**src/rtl/ad9361_ctrl_pkg.sv**
```systemverilog
// ---------------------------------------------------------------------------
// ad9361_ctrl_pkg
// Shared definitions for the AD9361 ENSM pin-control sequencer.
//   mode_e       : requested transceiver mode (IDLE/ALERT, RX, TX, FDD)
//   state_e      : sequencer FSM state encoding (readable on the state pins)
//   txnrx_target : TXNRX pin level required by a mode
//   max_u        : max of two unsigned values
//   cnt_width    : counter width able to hold a given maximum value
// ---------------------------------------------------------------------------
package ad9361_ctrl_pkg;

   typedef enum logic [1:0] {
      MODE_IDLE = 2'b00,
      MODE_RX   = 2'b01,
      MODE_TX   = 2'b10,
      MODE_FDD  = 2'b11
   } mode_e;

   typedef enum logic [2:0] {
      S_IDLE   = 3'd0,
      S_SETUP  = 3'd1,
      S_ACTIVE = 3'd2,
      S_DROP   = 3'd3,
      S_MCS    = 3'd4
   } state_e;

   // IDLE has no direction of its own, so TXNRX keeps whatever it was.
   function automatic logic txnrx_target(input mode_e mode, input logic cur);
      logic res;
      case (mode)
         MODE_RX:           res = 1'b0;
         MODE_TX, MODE_FDD: res = 1'b1;
         default:           res = cur;
      endcase
      return res;
   endfunction

   function automatic int unsigned max_u(input int unsigned a, input int unsigned b);
      return (a > b) ? a : b;
   endfunction

   function automatic int unsigned cnt_width(input int unsigned maxv);
      return (maxv < 1) ? 1 : $clog2(maxv + 1);
   endfunction

endpackage

```
**src/rtl/ad9361_ensm_ctrl_if.sv**
```systemverilog
// ---------------------------------------------------------------------------
// ad9361_ensm_ctrl_if
// Control-side handshake between the PS register/GPIO path and the sequencer.
//   req_valid/req_ready/req_mode : mode request handshake
//   mcs_req                      : single-cycle MCS start pulse
//   mcs_busy                     : MCS pulse train in progress
// master = requester (PS side), slave = sequencer.
// ---------------------------------------------------------------------------
interface ad9361_ensm_ctrl_if;
   logic       req_valid;
   logic       req_ready;
   logic [1:0] req_mode;
   logic       mcs_req;
   logic       mcs_busy;

   modport master (
      output req_valid, req_mode, mcs_req,
      input  req_ready, mcs_busy
   );

   modport slave (
      input  req_valid, req_mode, mcs_req,
      output req_ready, mcs_busy
   );
endinterface

```
**src/rtl/ad9361_mcs_pulse_gen.sv**
```systemverilog
// ---------------------------------------------------------------------------
// ad9361_mcs_pulse_gen
// Generates PULSES sync pulses, each PULSE_W cycles high, separated by GAP
// low cycles, no trailing gap. Only instantiated when AD9361_MCS_EN is defined.
//   clk, rstn : clock, asynchronous active-low reset
//   i_start   : start a train (ignored while busy)
//   o_busy    : registered, high from the cycle after start to the last high cycle
//   o_sync    : registered sync pin level
//   o_last    : combinational, high in the final high cycle of the train
// ---------------------------------------------------------------------------
module ad9361_mcs_pulse_gen
   import ad9361_ctrl_pkg::*;
#(
   parameter int unsigned PULSES  = 2,
   parameter int unsigned PULSE_W = 8,
   parameter int unsigned GAP     = 16
) (
   input  logic clk,
   input  logic rstn,
   input  logic i_start,
   output logic o_busy,
   output logic o_sync,
   output logic o_last
);

   localparam int unsigned CntW  = cnt_width(max_u(PULSE_W, GAP));
   localparam int unsigned LeftW = cnt_width(PULSES);

   logic             r_busy, w_busy_nxt;
   logic             r_sync, w_sync_nxt;
   logic [CntW-1:0]  r_cnt, w_cnt_nxt;
   logic [LeftW-1:0] r_left, w_left_nxt;
   logic             w_cnt_exp;

   // Counts down to 1; a zero count (e.g. zero-length phase) also expires.
   assign w_cnt_exp = (r_cnt <= CntW'(1));

   always_ff @(posedge clk or negedge rstn) begin
      if (!rstn) begin
         r_busy <= 1'b0;
         r_sync <= 1'b0;
         r_cnt  <= '0;
         r_left <= '0;
      end else begin
         r_busy <= w_busy_nxt;
         r_sync <= w_sync_nxt;
         r_cnt  <= w_cnt_nxt;
         r_left <= w_left_nxt;
      end
   end

   always_comb begin
      w_busy_nxt = r_busy;
      w_sync_nxt = r_sync;
      w_left_nxt = r_left;
      w_cnt_nxt  = r_cnt;
      if (r_cnt != '0) begin
         w_cnt_nxt = r_cnt - CntW'(1);
      end
      if (i_start && !r_busy) begin
         w_busy_nxt = 1'b1;
         w_sync_nxt = 1'b1;
         w_cnt_nxt  = CntW'(PULSE_W);
         w_left_nxt = LeftW'(PULSES);
      end else if (r_busy && w_cnt_exp) begin
         if (r_sync) begin
            // End of a high phase: finish or start a gap.
            w_sync_nxt = 1'b0;
            if (r_left <= LeftW'(1)) begin
               w_busy_nxt = 1'b0;
               w_left_nxt = '0;
            end else begin
               w_cnt_nxt  = CntW'(GAP);
               w_left_nxt = r_left - LeftW'(1);
            end
         end else begin
            w_sync_nxt = 1'b1;
            w_cnt_nxt  = CntW'(PULSE_W);
         end
      end
   end

   assign o_busy = r_busy;
   assign o_sync = r_sync;
   assign o_last = r_busy && r_sync && w_cnt_exp && (r_left <= LeftW'(1));

endmodule

```
**src/rtl/ad9361_ensm_ctrl.sv**
```systemverilog
// ---------------------------------------------------------------------------
// ad9361_ensm_ctrl
// Pin-control ENSM sequencer for two AD9361 transceivers. Turns mode requests
// into ordered ENABLE/TXNRX pin levels with TXNRX setup and ENABLE-low hold
// guard times; optionally drives the MCS sync pulse train from IDLE.
// Optional feature macro: AD9361_MCS_EN (MCS state + pulse generator).
// Ports:
//   clk, rstn           : clock, asynchronous active-low reset
//   ctrl (slave)        : req_valid/req_ready/req_mode, mcs_req, mcs_busy
//   enable_0, enable_1  : ENABLE pins (chip 1 mirrors chip 0)
//   txnrx_0, txnrx_1    : TXNRX pins (chip 1 mirrors chip 0)
//   mcs_sync            : MCS sync pin
//   state               : current FSM state for status readback
// ---------------------------------------------------------------------------
module ad9361_ensm_ctrl
   import ad9361_ctrl_pkg::*;
#(
   parameter int unsigned GUARD_CYCLES = 4,
   parameter int unsigned HOLD_CYCLES  = 4,
   parameter int unsigned MCS_PULSES   = 2,
   parameter int unsigned MCS_PULSE_W  = 8,
   parameter int unsigned MCS_GAP      = 16
) (
   input  logic                     clk,
   input  logic                     rstn,
   ad9361_ensm_ctrl_if.slave        ctrl,
   output logic                     enable_0,
   output logic                     enable_1,
   output logic                     txnrx_0,
   output logic                     txnrx_1,
   output logic                     mcs_sync,
   output logic [2:0]               state
);

   localparam int unsigned CntW = cnt_width(max_u(GUARD_CYCLES, HOLD_CYCLES));

   state_e          r_state, w_state_nxt;
   logic [CntW-1:0] r_cnt, w_cnt_nxt;
   mode_e           r_mode, w_mode_nxt;
   mode_e           r_pend, w_pend_nxt;
   logic            r_enable, w_enable_nxt;
   logic            r_txnrx, w_txnrx_nxt;
   logic            r_ready, w_ready_nxt;
   mode_e           w_req_mode;
   logic            w_accept;
   logic            w_cnt_exp;

`ifdef AD9361_MCS_EN
   logic w_mcs_start;
   logic w_mcs_last;
   logic w_mcs_busy;
   logic w_mcs_sync;
`endif

   assign w_req_mode = mode_e'(ctrl.req_mode);
   assign w_accept   = ctrl.req_valid && r_ready;
   assign w_cnt_exp  = (r_cnt <= CntW'(1));

   // State register
   always_ff @(posedge clk or negedge rstn) begin
      if (!rstn) begin
         r_state  <= S_IDLE;
         r_cnt    <= '0;
         r_mode   <= MODE_IDLE;
         r_pend   <= MODE_IDLE;
         r_enable <= 1'b0;
         r_txnrx  <= 1'b0;
         r_ready  <= 1'b1;
      end else begin
         r_state  <= w_state_nxt;
         r_cnt    <= w_cnt_nxt;
         r_mode   <= w_mode_nxt;
         r_pend   <= w_pend_nxt;
         r_enable <= w_enable_nxt;
         r_txnrx  <= w_txnrx_nxt;
         r_ready  <= w_ready_nxt;
      end
   end

   // Next-state logic
   always_comb begin
      w_state_nxt = r_state;
      w_mode_nxt  = r_mode;
      w_pend_nxt  = r_pend;
      w_cnt_nxt   = r_cnt;
`ifdef AD9361_MCS_EN
      w_mcs_start = 1'b0;
`endif
      // Saturating down-counter; loads below override the decrement.
      if (r_cnt != '0) begin
         w_cnt_nxt = r_cnt - CntW'(1);
      end
      unique case (r_state)
         S_IDLE: begin
            if (w_accept) begin
               if (w_req_mode != MODE_IDLE) begin
                  w_state_nxt = S_SETUP;
                  w_mode_nxt  = w_req_mode;
                  w_cnt_nxt   = CntW'(GUARD_CYCLES);
               end
            end
`ifdef AD9361_MCS_EN
            // A simultaneous mode request takes priority; mcs_req is dropped.
            else if (ctrl.mcs_req) begin
               w_state_nxt = S_MCS;
               w_mcs_start = 1'b1;
            end
`endif
         end
         S_SETUP: begin
            if (w_cnt_exp) begin
               w_state_nxt = S_ACTIVE;
            end
         end
         S_ACTIVE: begin
            if (w_accept && (w_req_mode != r_mode)) begin
               w_state_nxt = S_DROP;
               w_pend_nxt  = w_req_mode;
               w_cnt_nxt   = CntW'(HOLD_CYCLES);
            end
         end
         S_DROP: begin
            if (w_cnt_exp) begin
               if (r_pend != MODE_IDLE) begin
                  w_state_nxt = S_SETUP;
                  w_mode_nxt  = r_pend;
                  w_cnt_nxt   = CntW'(GUARD_CYCLES);
               end else begin
                  w_state_nxt = S_IDLE;
                  w_mode_nxt  = MODE_IDLE;
               end
            end
         end
`ifdef AD9361_MCS_EN
         S_MCS: begin
            if (w_mcs_last) begin
               w_state_nxt = S_IDLE;
            end
         end
`endif
         default: begin
            w_state_nxt = S_IDLE;
         end
      endcase
   end

   // Output logic: pins are registered, so decode from the next state.
   always_comb begin
      w_enable_nxt = (w_state_nxt == S_ACTIVE);
      w_ready_nxt  = (w_state_nxt == S_IDLE) || (w_state_nxt == S_ACTIVE);
      w_txnrx_nxt  = r_txnrx;
      // TXNRX only moves on entry to SETUP, i.e. while ENABLE is already low.
      if ((w_state_nxt == S_SETUP) && (r_state != S_SETUP)) begin
         w_txnrx_nxt = txnrx_target(w_mode_nxt, r_txnrx);
      end
   end

`ifdef AD9361_MCS_EN
   ad9361_mcs_pulse_gen #(
      .PULSES  (MCS_PULSES),
      .PULSE_W (MCS_PULSE_W),
      .GAP     (MCS_GAP)
   ) u_mcs_pulse_gen (
      .clk     (clk),
      .rstn    (rstn),
      .i_start (w_mcs_start),
      .o_busy  (w_mcs_busy),
      .o_sync  (w_mcs_sync),
      .o_last  (w_mcs_last)
   );

   assign mcs_sync      = w_mcs_sync;
   assign ctrl.mcs_busy = w_mcs_busy;
`else
   logic unused_mcs;
   assign unused_mcs = ctrl.mcs_req ^ (MCS_PULSES == 0) ^ (MCS_PULSE_W == 0) ^ (MCS_GAP == 0);

   assign mcs_sync      = 1'b0;
   assign ctrl.mcs_busy = 1'b0;
`endif

   assign ctrl.req_ready = r_ready;
   assign enable_0       = r_enable;
   assign enable_1       = r_enable;
   assign txnrx_0        = r_txnrx;
   assign txnrx_1        = r_txnrx;
   assign state          = r_state;

endmodule

```
**src/flat_wrapper.sv**
```systemverilog
// flat-port wrapper written by rule: the top's interface ports become plain ports
module ad9361_ensm_ctrl_flat import ad9361_ctrl_pkg::*;
#(
   parameter int unsigned GUARD_CYCLES = 4,
   parameter int unsigned HOLD_CYCLES  = 4,
   parameter int unsigned MCS_PULSES   = 2,
   parameter int unsigned MCS_PULSE_W  = 8,
   parameter int unsigned MCS_GAP      = 16
)
  (clk, rstn, enable_0, enable_1, txnrx_0, txnrx_1, mcs_sync, state, ctrl_req_valid, ctrl_req_mode, ctrl_mcs_req, ctrl_req_ready, ctrl_mcs_busy);
  ad9361_ensm_ctrl_if ctrl_i ();
  input  logic clk;
  input  logic rstn;
  output logic enable_0;
  output logic enable_1;
  output logic txnrx_0;
  output logic txnrx_1;
  output logic mcs_sync;
  output logic [2:0] state;
  input wire logic [$bits(ctrl_i.req_valid)-1:0] ctrl_req_valid;
  input wire logic [$bits(ctrl_i.req_mode)-1:0] ctrl_req_mode;
  input wire logic [$bits(ctrl_i.mcs_req)-1:0] ctrl_mcs_req;
  output wire logic [$bits(ctrl_i.req_ready)-1:0] ctrl_req_ready;
  output wire logic [$bits(ctrl_i.mcs_busy)-1:0] ctrl_mcs_busy;
  assign ctrl_i.req_valid = ctrl_req_valid;
  assign ctrl_i.req_mode = ctrl_req_mode;
  assign ctrl_i.mcs_req = ctrl_mcs_req;
  assign ctrl_req_ready = ctrl_i.req_ready;
  assign ctrl_mcs_busy = ctrl_i.mcs_busy;
  ad9361_ensm_ctrl #(.GUARD_CYCLES(GUARD_CYCLES), .HOLD_CYCLES(HOLD_CYCLES), .MCS_PULSES(MCS_PULSES), .MCS_PULSE_W(MCS_PULSE_W), .MCS_GAP(MCS_GAP)) u_core (.clk(clk), .rstn(rstn), .ctrl(ctrl_i), .enable_0(enable_0), .enable_1(enable_1), .txnrx_0(txnrx_0), .txnrx_1(txnrx_1), .mcs_sync(mcs_sync), .state(state));
endmodule
```
**config.mk**
```make
export PLATFORM = sky130hd
export DESIGN_NAME = ad9361_ensm_ctrl_flat
export DESIGN_NICKNAME = d
export VERILOG_FILES = /design/src/rtl/ad9361_ctrl_pkg.sv /design/src/rtl/ad9361_ensm_ctrl_if.sv /design/src/rtl/ad9361_mcs_pulse_gen.sv /design/src/rtl/ad9361_ensm_ctrl.sv /design/src/flat_wrapper.sv
export SDC_FILE = /design/constraint.sdc
export NUM_CORES = 1
export LEC_CHECK = 0
export ABC_AREA = 0
export BUFFER_PORTS_ARGS = -buffer_cell sky130_fd_sc_hd__buf_2
export CORE_UTILIZATION = 51
export CTS_CLUSTER_DIAMETER = 100
export DETAILED_ROUTE_END_ITERATION = 10
export PLACE_DENSITY_LB_ADDON = 0.15
export SETUP_SLACK_MARGIN = 0.05
export SYNTH_ARGS = -nofsm -noshare
export SYNTH_HDL_FRONTEND = slang
export SYNTH_SLANG_ARGS = --single-unit
```
**constraint.sdc**
```tcl
create_clock -name clk -period 2.2 [get_ports clk]
set_input_delay 0.33 -clock clk [delete_from_list [all_inputs] [get_ports clk]]
set_output_delay 0.33 -clock clk [all_outputs]
set_load 0.03 [all_outputs]
```
# After elaboration in Yosys (flattened, before gate mapping)
# Cells that the tools add are included.
dict set report op_classes {
  n_eq_ne 10
  mul 0
  shifts 0
  div_mod_pow 0
  n_reduce_logical 13
  addsub 1
  n_mux 20
  n_lt_le_gt_ge 1
  bitwise_logic 0
}
# op n
set ops {}
lappend ops {{3-bit two-way mux} 11}
lappend ops {{3-bit one-hot mux with 4 select lines} 1}
lappend ops {{3-bit by 2-bit equality test with 1-bit output (second input constant)} 3}
lappend ops {{3-bit one-hot mux with 3 select lines} 1}
lappend ops {{2-bit two-way mux} 4}
lappend ops {{3-bit by 1-bit equality test with 1-bit output (second input constant)} 2}
lappend ops {{3-bit zero test} 2}
lappend ops {{2-bit nonzero test} 3}
lappend ops {{2-bit equality test (second input constant)} 2}
lappend ops {{2-bit one-hot mux with 2 select lines} 1}
lappend ops {{2-bit AND reduction} 2}
lappend ops {{3-bit by 1-bit <= comparator with 1-bit output (second input constant)} 1}
lappend ops {{1-bit logical AND} 3}
lappend ops {{3-bit by 1-bit != test with 1-bit output (second input constant)} 1}
lappend ops {{3-bit nonzero test} 1}
lappend ops {{3-bit by 1-bit subtractor with 3-bit output (second input constant)} 1}
lappend ops {{2-bit by 1-bit equality test with 1-bit output (second input constant)} 1}
lappend ops {{2-bit != test} 1}
lappend ops {{1-bit one-hot mux with 2 select lines} 1}
lappend ops {{2-bit OR reduction} 1}
lappend ops {{1-bit logical OR} 1}
lappend ops {{1-bit two-way mux} 1}
dict set report word_totals {
  latchBits 0
  ram_bits 0
  romBits 0
  output_inout_bits 10
  in_bits 6
  regBits 13
  n_memories 0
}

# Logic depth before layout (Yosys ltp)
# Gate-level depths: netlist of run 1.
dict set report logic_depth {
  word_depth 8
  depth_mapped 6
  depth_no_buf 6
}

# Least setup slack after synthesis of run 1
# OpenSTA, ideal clock, no wires.
dict set report synth_timing {
  path_type {reg-to-reg}
  start {reg u_core.r_state[1] (netlist: u_core.state[1])}
  end {reg u_core.r_txnrx (netlist: u_core.txnrx_0)}
  required_time_ns 2.074
  path_slack_ns 0.588
  t_arrival_ns 1.486
  path_buffers 0
  path_stages_with_launch 5
  path_cell_list {dfrtp_1 > inv_2 > nor4b_4 > a21oi_1 > a221o_1}
}
dict set report synth_between {
  elab_chain_len 6
}
# item line_no
set synth_lines {}
lappend synth_lines {{start, declared} ad9361_ensm_ctrl.sv:37} ;# state_e r_state, w_state_nxt;
lappend synth_lines {{start signal, assigned} ad9361_ensm_ctrl.sv:70} ;# r_state <= w_state_nxt;
lappend synth_lines {{3-bit by 2-bit equality test with 1-bit output (tied with other cells)} ad9361_ensm_ctrl.sv:93} ;# unique case (r_state)
lappend synth_lines {{2-bit one-hot mux with 2 select lines / 3-bit two-way mux (equally long branches)} {ad9361_ensm_ctrl.sv:93, ad9361_ensm_ctrl.sv:95}}
lappend synth_lines {{2-bit equality test / 3-bit one-hot mux with 4 select lines (equally long branches)} {ad9361_ctrl_pkg.sv:30, ad9361_ensm_ctrl.sv:93}}
lappend synth_lines {{2-bit OR reduction / 3-bit by 1-bit equality test with 1-bit output (equally long branches)} {ad9361_ctrl_pkg.sv:30, ad9361_ensm_ctrl.sv:153}}
lappend synth_lines {{2-bit nonzero test (no source line) / 1-bit logical AND (equally long branches)} --}
lappend synth_lines {{2-bit AND reduction (no source line)} --}
lappend synth_lines {{end signal, assigned} ad9361_ensm_ctrl.sv:75} ;# r_txnrx <= w_txnrx_nxt;
lappend synth_lines {{end, declared} ad9361_ensm_ctrl.sv:42} ;# logic r_txnrx, w_txnrx_nxt;
# Parallel ways exist; a longest one is shown, timed or not.
# A chain may end at the register's enable or synchronous reset.

# Final worst setup path of run 1
dict set report layout_timing {
  start {reg u_core.r_cnt[1]}
  end {reg u_core.r_txnrx (netlist: u_core.txnrx_0)}
}
dict set report layout_between {
  elab_chain_len 7
}
# item line_no
set layout_lines {}
lappend layout_lines {{start, declared} ad9361_ensm_ctrl.sv:38} ;# logic [CntW-1:0] r_cnt, w_cnt_nxt;
lappend layout_lines {{start signal, assigned} ad9361_ensm_ctrl.sv:71} ;# r_cnt <= w_cnt_nxt;
lappend layout_lines {{3-bit by 1-bit <= comparator with 1-bit output (*)} ad9361_ensm_ctrl.sv:57} ;# assign w_cnt_exp = (r_cnt <= CntW'(1));
lappend layout_lines {{2-bit two-way mux} ad9361_ensm_ctrl.sv:123} ;# if (w_cnt_exp) begin
lappend layout_lines {{2-bit one-hot mux with 2 select lines} ad9361_ensm_ctrl.sv:93}
lappend layout_lines {{2-bit equality test} ad9361_ctrl_pkg.sv:30} ;# case (mode)
lappend layout_lines {{2-bit OR reduction} ad9361_ctrl_pkg.sv:30}
lappend layout_lines {{2-bit nonzero test (no source line)} --}
lappend layout_lines {{2-bit AND reduction (no source line)} --}
# Mark *: on every way between the ends. The rest lies on a longest branch, timed or not.

==> results.yml, run 1 <==
critical_path:
  critPathLaunch: "u_core.r_cnt[1]"
  endpoint: "u_core.txnrx_0"
  r2r_setup_slack_ns: 0.48
  r2r_start: "u_core.r_cnt[1]"
  critical_path_class: "reg2reg"
  r2r_end: "u_core.txnrx_0"
  worstRegToRegCells: 6
  critPathArrivalTime_ns: 1.87
  start_kind: "flop"
  cp-end-kind: "flop"
  required_ns: 2.35
  crit_fanout: 6
grt:
  antenna_found_initial: 0
  grt_pass1_vias: 446
  grt_pass1_wl_um: 2040
  grt_max_degree: 14
  grt_use_total_pct: 20.5
  grt_overflow: 0
clocking:
  clk_latency_ns: 0.27
  cts_tree: "built"
  cts-root-buf: "clkbuf_4"
  htreeDepth: 1
  cts_setup_buffers: 0
  cts_buffers: 3
  clockBufferDepth: 2
  cts_resized: 0
  cts.sinks: 13
  cts-hold-fix-buffers: 1
  path_clk_slew_ns: 0.08
outcome:
  status: "completed"
final_layout:
  fillers: 114
  postLayoutCellArea_um2: 815
  seqCellArea_um2: 327
  multi_input_area_um2: 350
  final_cells: 97
  drive_above_1_share_pct: 28.0
  num_antenna_cells: 0
  nNetsFinal: 93
  utilization_pct: 62.6
  area_growth_pct: 12.8
synth:
  synth_mux_area_share_pct: 4.51
  synth-xor-area-share_pct: 4.85
  synth_ff_type: "dfrtp_1"
  yosys.area_share.simple_pct: 17.7
  syn-instance-count: 67
  yosys_warnings: 0
  synth_compound_area_share_pct: 13.0
  synth-edff-count: 0
  synth.distinct_cells: 31
  ys_async_sr_fraction_pct: 100
  synth_area_leaders: "dfrtp_1 42%, ha_1 6.9%, buf_4 4.2%, dfstp_2 3.6%, xor2_1 3.6%"
  synth_top_family_by_area: "simple AND/OR/NAND/NOR gates"
  syn_area_per_cell_um2: 10.8
  synthAdderAreaFrac_pct: 6.93
  yosysSeqAreaShare_pct: 45.2
  yosysTopAreaCellShare_pct: 41.6
  netlist_area_um2: 722
  yosys.area.top_type: "dfrtp_1"
  synth_seq_cells: 13
sta:
  hold_violations: 0
  hold_ws_ns: 0.385
  fin_tns_setup_ns: 0
  period_needed_ns: 1.72
  slew_viol_final: 0
  setup_viol: 0
  rsz0062_at_grt: "no"
  finalCritPeriodShare_pct: 78.2
  finClkSkew_ns: 0.00832
  setup_ws_ns: 0.481
  fmax_mhz: 582
detailed_routing:
  drc: 0
  drt-initial-drc-count: 6
  viasPerCell: 5.28
  drt_pass1_iterations: 2
  wirelength_um: 1250
  wl_per_cell_um: 12.9
  vias: 512
  ant_nets: 0
floorplan:
  die_area_um2: 1570
  die_y_um: 39.6
  core_um2: 1300
  start_util_pct: 55.5
  dieWidth_um: 39.6
  num_rows: 13
  io_pins: 16
power:
  power_density_nw_per_um2: 1250
  vdd_drop_max_uv: 642
  total_power_mw: 1.02
  p_leak_nw: 0.395
placement:
  place_congestion: 0.714
  placed_area_um2: 778
  portBuffers: 12
  pre_cts_ws_ns: 0.494
  dp_cells: 92
  post-dp-hpwl_um: 954
flow_run:
  drv_cap: 0
min_path:
  hold_class: "in2reg"
-- logic make-up after synthesis --
group / Yosys count
compound gates: 13
xor+xnor: 4
fa+ha+maj: 4
buf+inv: 10
flops: 13
mux: 3
other cells: 1
simple gates: 19
-- sequential cells by signal, indices dropped and copies added (netlist names) --
name                   flops
u_core.txnrx_0             1
u_core.enable_0            1
u_core.state               3
u_core.r_cnt               3
u_core.r_pend              2
u_core.ctrl.req_ready      1
u_core.r_mode              2
-- worst max-delay path, cell delays in order (launching register included) --
cell and delay, ns:
dfrtp_1 0.40, inv_1 0.08, ha_1 0.13, o21bai_1 0.15, nor4b_4 0.37, a21oi_1 0.15, a221o_1 0.31
-- area by class of cell --
cell class | count | area share (%)
inverter | 6 | 2.76
clock buffer | 4 | 3.23
multi-input combinational | 46 | 43.0
timing repair buffer | 13 | 8.60
tap | 15 | 2.30
sequential | 13 | 40.1
-- routing by layer --
metal  part of all wire [%]  global-route usage [%]  routed length [µm]  vias to the layer above
li1                       -                       -                   -                      260
met1                     50                    28.2                 622                      241
met2                     46                    29.1                 576                        9
met3                    3.0                    5.11                  38                        2
met4                   0.80                    10.3                  10                        0
met5                      0                       0                   0                        -
-- synthesized netlist by cell type (all sizes together) (2+ instances only) --
master,n
a21oi,2
a221o,2
buf,4
dfrtp,12
ha,4
inv,6
mux2,2
nand3,2
nor2,6
nor3,2
nor3b,3
o21ai,3
xor2,3
-- cells in the final DEF, fill, tap and decap left out, drive strengths merged --
master       count
dlygate4sd3      1
o21ai            3
nand4bb          1
mux2i            1
xor2             3
nor3             2
or3              1
dfstp            1
dfrtp           12
nand4b           1
nor2             6
ha               4
clkbuf           4
xnor2            1
nor3b            3
a21oi            2
nand2b           1
a31oi            1
a211oi           1
o21bai           1
nor4b            1
conb             3
o22ai            1
mux2             2
a221o            2
o31ai            1
inv              6
buf             12
or2              1
nand3            2
o21a             1
-- power by group --
part | leakage (nW) | internal, mW | total (mW) | switching, mW
Clock | 0.0150 | 0.0702 | 0.142 | 0.0722
Combinational | 0.219 | 0.186 | 0.433 | 0.247
Sequential | 0.161 | 0.336 | 0.440 | 0.104
Total | 0.395 | 0.592 | 1.02 | 0.424
-- how the worst min path moves through the flow --
| stage | cells after the start | end | slack [ns] | start |
|---|---|---|---|---|
| floorplan | 0 | u_core.enable_0 | 0.03 | rstn |
| global placement | 1 | u_core.r_mode[1] | 0.23 | rstn |
| detailed placement | 1 | u_core.r_mode[1] | 0.23 | rstn |
| CTS | 2 | u_core.r_pend[0] | 0.37 | ctrl_req_mode[0] |
| global route | 2 | u_core.r_pend[1] | 0.39 | ctrl_req_mode[1] |
| finish | 2 | u_core.r_pend[0] | 0.38 | ctrl_req_mode[0] |
(Power assumes the default switching activity.)
==> run 2: changes to the inputs <==
--- a/config.mk
+++ b/config.mk
@@ -7,7 +7,7 @@
 export LEC_CHECK = 0
 export ABC_AREA = 0
 export BUFFER_PORTS_ARGS = -buffer_cell sky130_fd_sc_hd__buf_2
-export CORE_UTILIZATION = 51
+export CORE_UTILIZATION = 46
 export CTS_CLUSTER_DIAMETER = 100
 export DETAILED_ROUTE_END_ITERATION = 10
 export PLACE_DENSITY_LB_ADDON = 0.15
==> constraint.sdc (replaced) <==
create_clock -name clk -period 1.5 [get_ports clk]
set_input_delay 0.225 -clock clk [delete_from_list [all_inputs] [get_ports clk]]
set_output_delay 0.225 -clock clk [all_outputs]
set_load 0.03 [all_outputs]
==> results.yml, run 2 (synthesized netlist as in run 1, its figures left out) <==
critical_path:
  worstRegToRegCells: 6
  cp-end-kind: "flop"
  critPathArrivalTime_ns: 1.73
  r2r_end: "u_core.txnrx_0"
  critical_path_class: "reg2reg"
  start_kind: "flop"
  required_ns: 1.66
  crit_fanout: 4
  r2r_setup_slack_ns: -0.07
  r2r_start: "u_core.r_cnt[1]"
floorplan:
  io_pins: 16
  dieWidth_um: 41.6
  core_um2: 1380
  die_y_um: 41.6
  die_area_um2: 1730
  start_util_pct: 52.2
  num_rows: 13
sta:
  slew_viol_final: 0
  period_needed_ns: 1.57
  fmax_mhz: 635
  hold_violations: 0
  setup_viol: 3
  finClkSkew_ns: 0.00824
  finalCritPeriodShare_pct: 105
  setup_ws_ns: -0.0748
  rsz0062_at_grt: "yes"
clocking:
  htreeDepth: 1
  clk_latency_ns: 0.27
  clockBufferDepth: 2
  path_clk_slew_ns: 0.08
  cts_tree: "built"
  cts_buffers: 3
  cts.sinks: 13
  cts-root-buf: "clkbuf_4"
min_path:
  hold-path-cell-count: 2
  hold_end: "u_core.r_pend[0]"
  hold_class: "in2reg"
  hp-start: "ctrl_req_mode[0]"
power:
  power_density_nw_per_um2: 1820
  intPower_mw: 1.08
  p_leak_nw: 0.451
  power_frac_clock_pct: 11.6
  comb_power_share_pct: 52.5
  vdd_drop_max_uv: 1190
  p_seq_share_pct: 35.9
  p_sw_uw: 754
  swShare_pct: 41.2
detailed_routing:
  wirelength_um: 1390
  drt_pass1_iterations: 4
  wl_per_cell_um: 13.1
  vias: 555
  drt-initial-drc-count: 8
  viasPerCell: 5.24
  ant_nets: 0
  drc: 0
placement:
  post-dp-hpwl_um: 933
  dp_cells: 98
  portBuffers: 12
  place_congestion: 0.730
final_layout:
  final_cell_mix: "12 x buf_2, 9 x buf_4, 9 x dfrtp_1"
  seqCellArea_um2: 330
  area_growth_pct: 39.3
  final_common_cell: "buf_2"
  fillers: 96
  utilization_pct: 72.8
  num_antenna_cells: 0
  drive_above_1_share_pct: 54.9
  multi_input_area_um2: 470
  nNetsFinal: 102
  final_cells: 106
grt:
  grt_pass1_wl_um: 2350
  grt_use_total_pct: 17.8
  antenna_found_initial: 0
  grt_pass1_vias: 540
  grt_max_degree: 14
  grt_overflow: 0
flow_run:
  drv_cap: 0
outcome:
  violations: "negative setup slack"
  status: "finished, violations left"
[run 2: changes by cell type in the layout (fill, tap and decap cells not counted), moves of 2 or more]
cell     before  now
nor3b_2       0    3
ha_1          4    1
buf_4         0    9
ha_4          0    2
dfrtp_2       0    3
dfrtp_1      12    9
nor3b_1       3    0
[run 2: worst max-delay path by stage]
| stage | from | endpoint | slack (ns) | cells after the start |
|---|---|---|---|---|
| after floorplan | u_core.r_cnt[1] | u_core.txnrx_0 | -0.05 | 6 |
| after global placement | u_core.r_cnt[1] | u_core.txnrx_0 | -0.06 | 6 |
| after detailed placement | u_core.r_cnt[1] | u_core.txnrx_0 | -0.09 | 6 |
| after CTS | u_core.r_cnt[1] | u_core.txnrx_0 | -0.05 | 6 |
| after global routing | u_core.r_cnt[1] | u_core.txnrx_0 | -0.18 | 6 |
| final | u_core.r_cnt[1] | u_core.txnrx_0 | -0.07 | 6 |
[run 2: power groups by stage]
| stage | Clock (mW) | Combinational, mW | Sequential, mW |
|---|---|---|---|
| 6_report | 0.213 | 0.961 | 0.657 |
| 5_1_grt | 0.244 | 1.07 | 0.686 |
| 4_1_cts | 0.222 | 0.819 | 0.640 |
| 3_5_place_dp | 0 | 0.734 | 0.645 |
| 3_3_place_gp | 0 | 0.716 | 0.643 |
| 2_1_floorplan | 0 | 0.461 | 0.709 |
[run 2: what timing repair did]
item                                    4_1_cts  5_1_grt
endpoints found under the setup margin        5       11
buffers inserted                              2        3
endpoints found under the hold margin        12        0
hold buffers                                  1        0
gates resized for setup                       2       16
pin swaps                                     1        5
[run 2: through the flow]
stage / total power [mW] / hold slack [ns] / setup TNS [ns] / area, µm² / setup WS, ns
2_1_floorplan: 1.17 / -0.0706 / -0.0707 / 754 / -0.0510
3_3_place_gp: 1.36 / 0.123 / -0.0831 / 848 / -0.0605
3_5_place_dp: 1.38 / 0.124 / -0.137 / 848 / -0.0871
4_1_cts: 1.68 / 0.261 / -0.0982 / 915 / -0.0503
5_1_grt: 2.00 / 0.294 / -0.535 / 1010 / -0.181
6_report: 1.83 / 0.286 / -0.147 / 1010 / -0.0748
[run 2: worst max-delay path, cell delays in order, from the launching register on]
cell	delay, ns
dfrtp_1	0.41
inv_2	0.09
ha_4	0.12
o21bai_4	0.11
nor4b_4	0.31
a21oi_2	0.11
a221o_1	0.33
[run 2: cell type report]
type                            instances  share of cell area, %
Timing Repair Buffer                   22                   13.7
Tap cell                               15                   1.87
Multi-Input combinational cell         46                   46.8
Clock buffer                            4                   2.61
Sequential cell                        13                   32.8
Inverter                                6                   2.24
[run 2: routing by layer]
| layer | part of all wire (%) | track usage (%) | up-vias |
|---|---|---|---|
| met3 | 3.1 | 3.04 | 2 |
| met1 | 47 | 23.5 | 264 |
| met5 | 0 | 0 | - |
| met4 | 0.36 | 9.68 | 0 |
| met2 | 49 | 27.8 | 15 |
| li1 | - | - | 274 |
==> run 3: changes to the inputs <==
--- a/config.mk
+++ b/config.mk
@@ -5,11 +5,12 @@
 export SDC_FILE = /design/constraint.sdc
 export NUM_CORES = 1
 export LEC_CHECK = 0
-export ABC_AREA = 0
+export ABC_AREA = 1
 export BUFFER_PORTS_ARGS = -buffer_cell sky130_fd_sc_hd__buf_2
-export CORE_UTILIZATION = 46
+export CORE_UTILIZATION = 48
 export CTS_CLUSTER_DIAMETER = 100
 export DETAILED_ROUTE_END_ITERATION = 10
+export GPL_ROUTABILITY_DRIVEN = 0
 export PLACE_DENSITY_LB_ADDON = 0.15
 export SETUP_SLACK_MARGIN = 0.05
 export SYNTH_ARGS = -nofsm -noshare
==> results.yml, run 3 <==
detailed_routing:
  wl_per_cell_um: 10.6
  viasPerCell: 5.01
  drt-initial-drc-count: 23
  ant_nets: 0
  drc: 0
  drt_pass1_iterations: 4
  wirelength_um: 1580
  vias: 751
final_layout:
  final_cell_mix: "31 x nand2_1, 18 x nand3_1, 15 x inv_1"
  postLayoutCellArea_um2: 992
  final_common_cell: "nand2_1"
  nNetsFinal: 145
  final_cells: 150
  area_growth_pct: 16.8
  drive_above_1_share_pct: 26.9
  num_antenna_cells: 0
critical_path:
  r2r_end: "u_core.r_cnt[1]"
  slowest_delay_ns: 0.37
  r2r_setup_slack_ns: 0.15
  cp_cell_sequence: "inv_2, ha_4, ha_4, inv_1, nand2_1, nand2_2, nand3_1, nand3_1, nand4_1"
  worstRegToRegCells: 9
  crit_fanout: 3
  start_kind: "flop"
  critPathArrivalTime_ns: 1.50
  slowest_stage: "dfrtp_1"
  required_ns: 1.65
  r2r_start: "u_core.r_cnt[1]"
  cp-end-kind: "flop"
  critical_path_class: "reg2reg"
  cp_top_family: "simple AND/OR/NAND/NOR gates"
  timing.critical_path.buf_inv: 2
min_path:
  hold_end: "u_core.r_pend[1]"
  hp-start: "ctrl_req_mode[1]"
  hold-path-cell-count: 3
  hold_class: "in2reg"
synth:
  yosysTopAreaCellShare_pct: 35.3
  yosys_warnings: 0
  syn_area_per_cell_um2: 7.20
  synth_commonest_cells: "33 x nand2_1, 18 x inv_1, 18 x nand3_1"
  yosysMostFrequentCell: "nand2_1"
  ys_async_sr_fraction_pct: 100
  synth_seq_cells: 13
  yosysSeqAreaShare_pct: 38.4
  synth_ff_type: "dfrtp_1"
  syn-instance-count: 118
  synth.distinct_cells: 19
  synth-edff-count: 0
  yosys.area.top_type: "dfrtp_1"
  synth_area_leaders: "dfrtp_1 35%, nand2_1 15%, nand3_1 11%, inv_1 8.0%, ha_1 5.9%"
  netlist_area_um2: 850
floorplan:
  num_rows: 14
  io_pins: 16
  die_area_um2: 1940
  start_util_pct: 53.9
  die_y_um: 44.1
  dieWidth_um: 44.1
  core_um2: 1580
power:
  vdd_drop_max_uv: 1080
  power_density_nw_per_um2: 2080
  p_leak_nw: 0.547
clocking:
  cts.sinks: 13
  clk_latency_ns: 0.27
  path_clk_slew_ns: 0.08
  cts_buffers: 3
  cts_tree: "built"
  htreeDepth: 1
  clockBufferDepth: 2
  cts-root-buf: "clkbuf_4"
placement:
  placed_area_um2: 907
  post-dp-hpwl_um: 1250
  portBuffers: 12
  dp_cells: 144
grt:
  grt_use_total_pct: 20.4
  grt_pass1_vias: 652
  grt_overflow: 0
  antenna_found_initial: 0
  grt_max_degree: 14
  grt_pass1_wl_um: 2810
sta:
  finalCritPeriodShare_pct: 90.2
  rsz0062_at_grt: "yes"
  fin_tns_setup_ns: 0
  hold_violations: 0
  slew_viol_final: 0
  fmax_mhz: 739
  setup_viol: 0
  period_needed_ns: 1.35
  finClkSkew_ns: 0.00193
flow_run:
  drv_cap: 0
outcome:
  status: "completed"
## run 3: cell types whose count changed after synthesis, moves of 3 or more
cell	before	now
nand2_1	0	33
nand3_1	2	18
inv_1	5	18
nand4_1	0	3
nor3b_1	3	0
o211ai_1	0	3
o21ai_0	3	0
xor2_1	3	0
## run 3: worst max-delay path by stage
stage / from / endpoint / slack (ns) / cells past startpoint
floorplan: u_core.r_cnt[0] / u_core.r_cnt[0] / 0.16 / 9
global placement: u_core.r_cnt[0] / u_core.r_cnt[0] / 0.05 / 9
detailed placement: u_core.r_cnt[0] / u_core.r_cnt[0] / 0.02 / 9
CTS: u_core.r_cnt[0] / u_core.r_cnt[0] / 0.06 / 9
global route: u_core.r_cnt[1] / u_core.r_cnt[0] / 0.03 / 9
finish: u_core.r_cnt[1] / u_core.r_cnt[1] / 0.15 / 9
## run 3: what timing repair did
item / CTS / global route
resized for setup: 1 / 11
buffers inserted: 1 / 0
hold endpoints to repair: 12 / 0
hold buffers: 1 / 0
endpoints found under the setup margin: 2 / 6
pin swaps: 0 / 2
## run 3: per-stage QoR
stage	worst slack (ns)	util [%]	hold slack, ns	power (mW)
floorplan	0.157	-	-0.0706	1.50
global placement	0.0548	57.5	0.123	1.68
detailed placement	0.0231	57.5	0.127	1.71
CTS	0.0618	60.5	0.239	1.96
global route	0.0313	62.9	0.252	2.29
finish	0.147	62.9	0.250	2.07
## run 3: layout make-up
| type | count | area (µm²) |
|---|---|---|
| flip-flops and latches | 13 | 327 |
| multi-input cells | 82 | 463 |
| fillers | 159 | 584 |
| repair buffers | 14 | 77.6 |
| well taps | 16 | 20.0 |
| clock buffers | 4 | 26.3 |
| inverters | 21 | 78.8 |
## run 3: logic make-up (layout without fill, tap and decap cells)
logic type | after synthesis | in the layout | synth area share [%]
compound gates | 6 | 6 | 4.42
fa+ha+maj | 4 | 4 | 5.89
buf+inv | 25 | 39 | 12.8
flops | 13 | 13 | 38.4
other cells | 1 | 3 | 0.441
simple gates | 69 | 69 | 38.0
## run 3: worst register-to-register path, cell delays in order, from the launching register on
cell,delay [ns]
dfrtp_1,0.37
inv_2,0.06
ha_4,0.16
ha_4,0.16
inv_1,0.07
nand2_1,0.07
nand2_2,0.09
nand3_1,0.07
nand3_1,0.09
nand4_1,0.09
## run 3: layer usage
| metal | vias to the layer above | routed length, µm | global-route usage [%] |
|---|---|---|---|
| li1 | 399 | - | - |
| met1 | 335 | 731 | 26.9 |
| met2 | 13 | 784 | 32.9 |
| met3 | 4 | 47 | 4.90 |
| met4 | 0 | 21 | 7.27 |
| met5 | - | 0 | 0 |
## run 3: report_power, final
part | total [mW] | switching, mW | internal, mW
Sequential | 0.622 | 0.120 | 0.502
Clock | 0.219 | 0.116 | 0.103
Combinational | 1.23 | 0.799 | 0.427
Total | 2.07 | 1.04 | 1.03
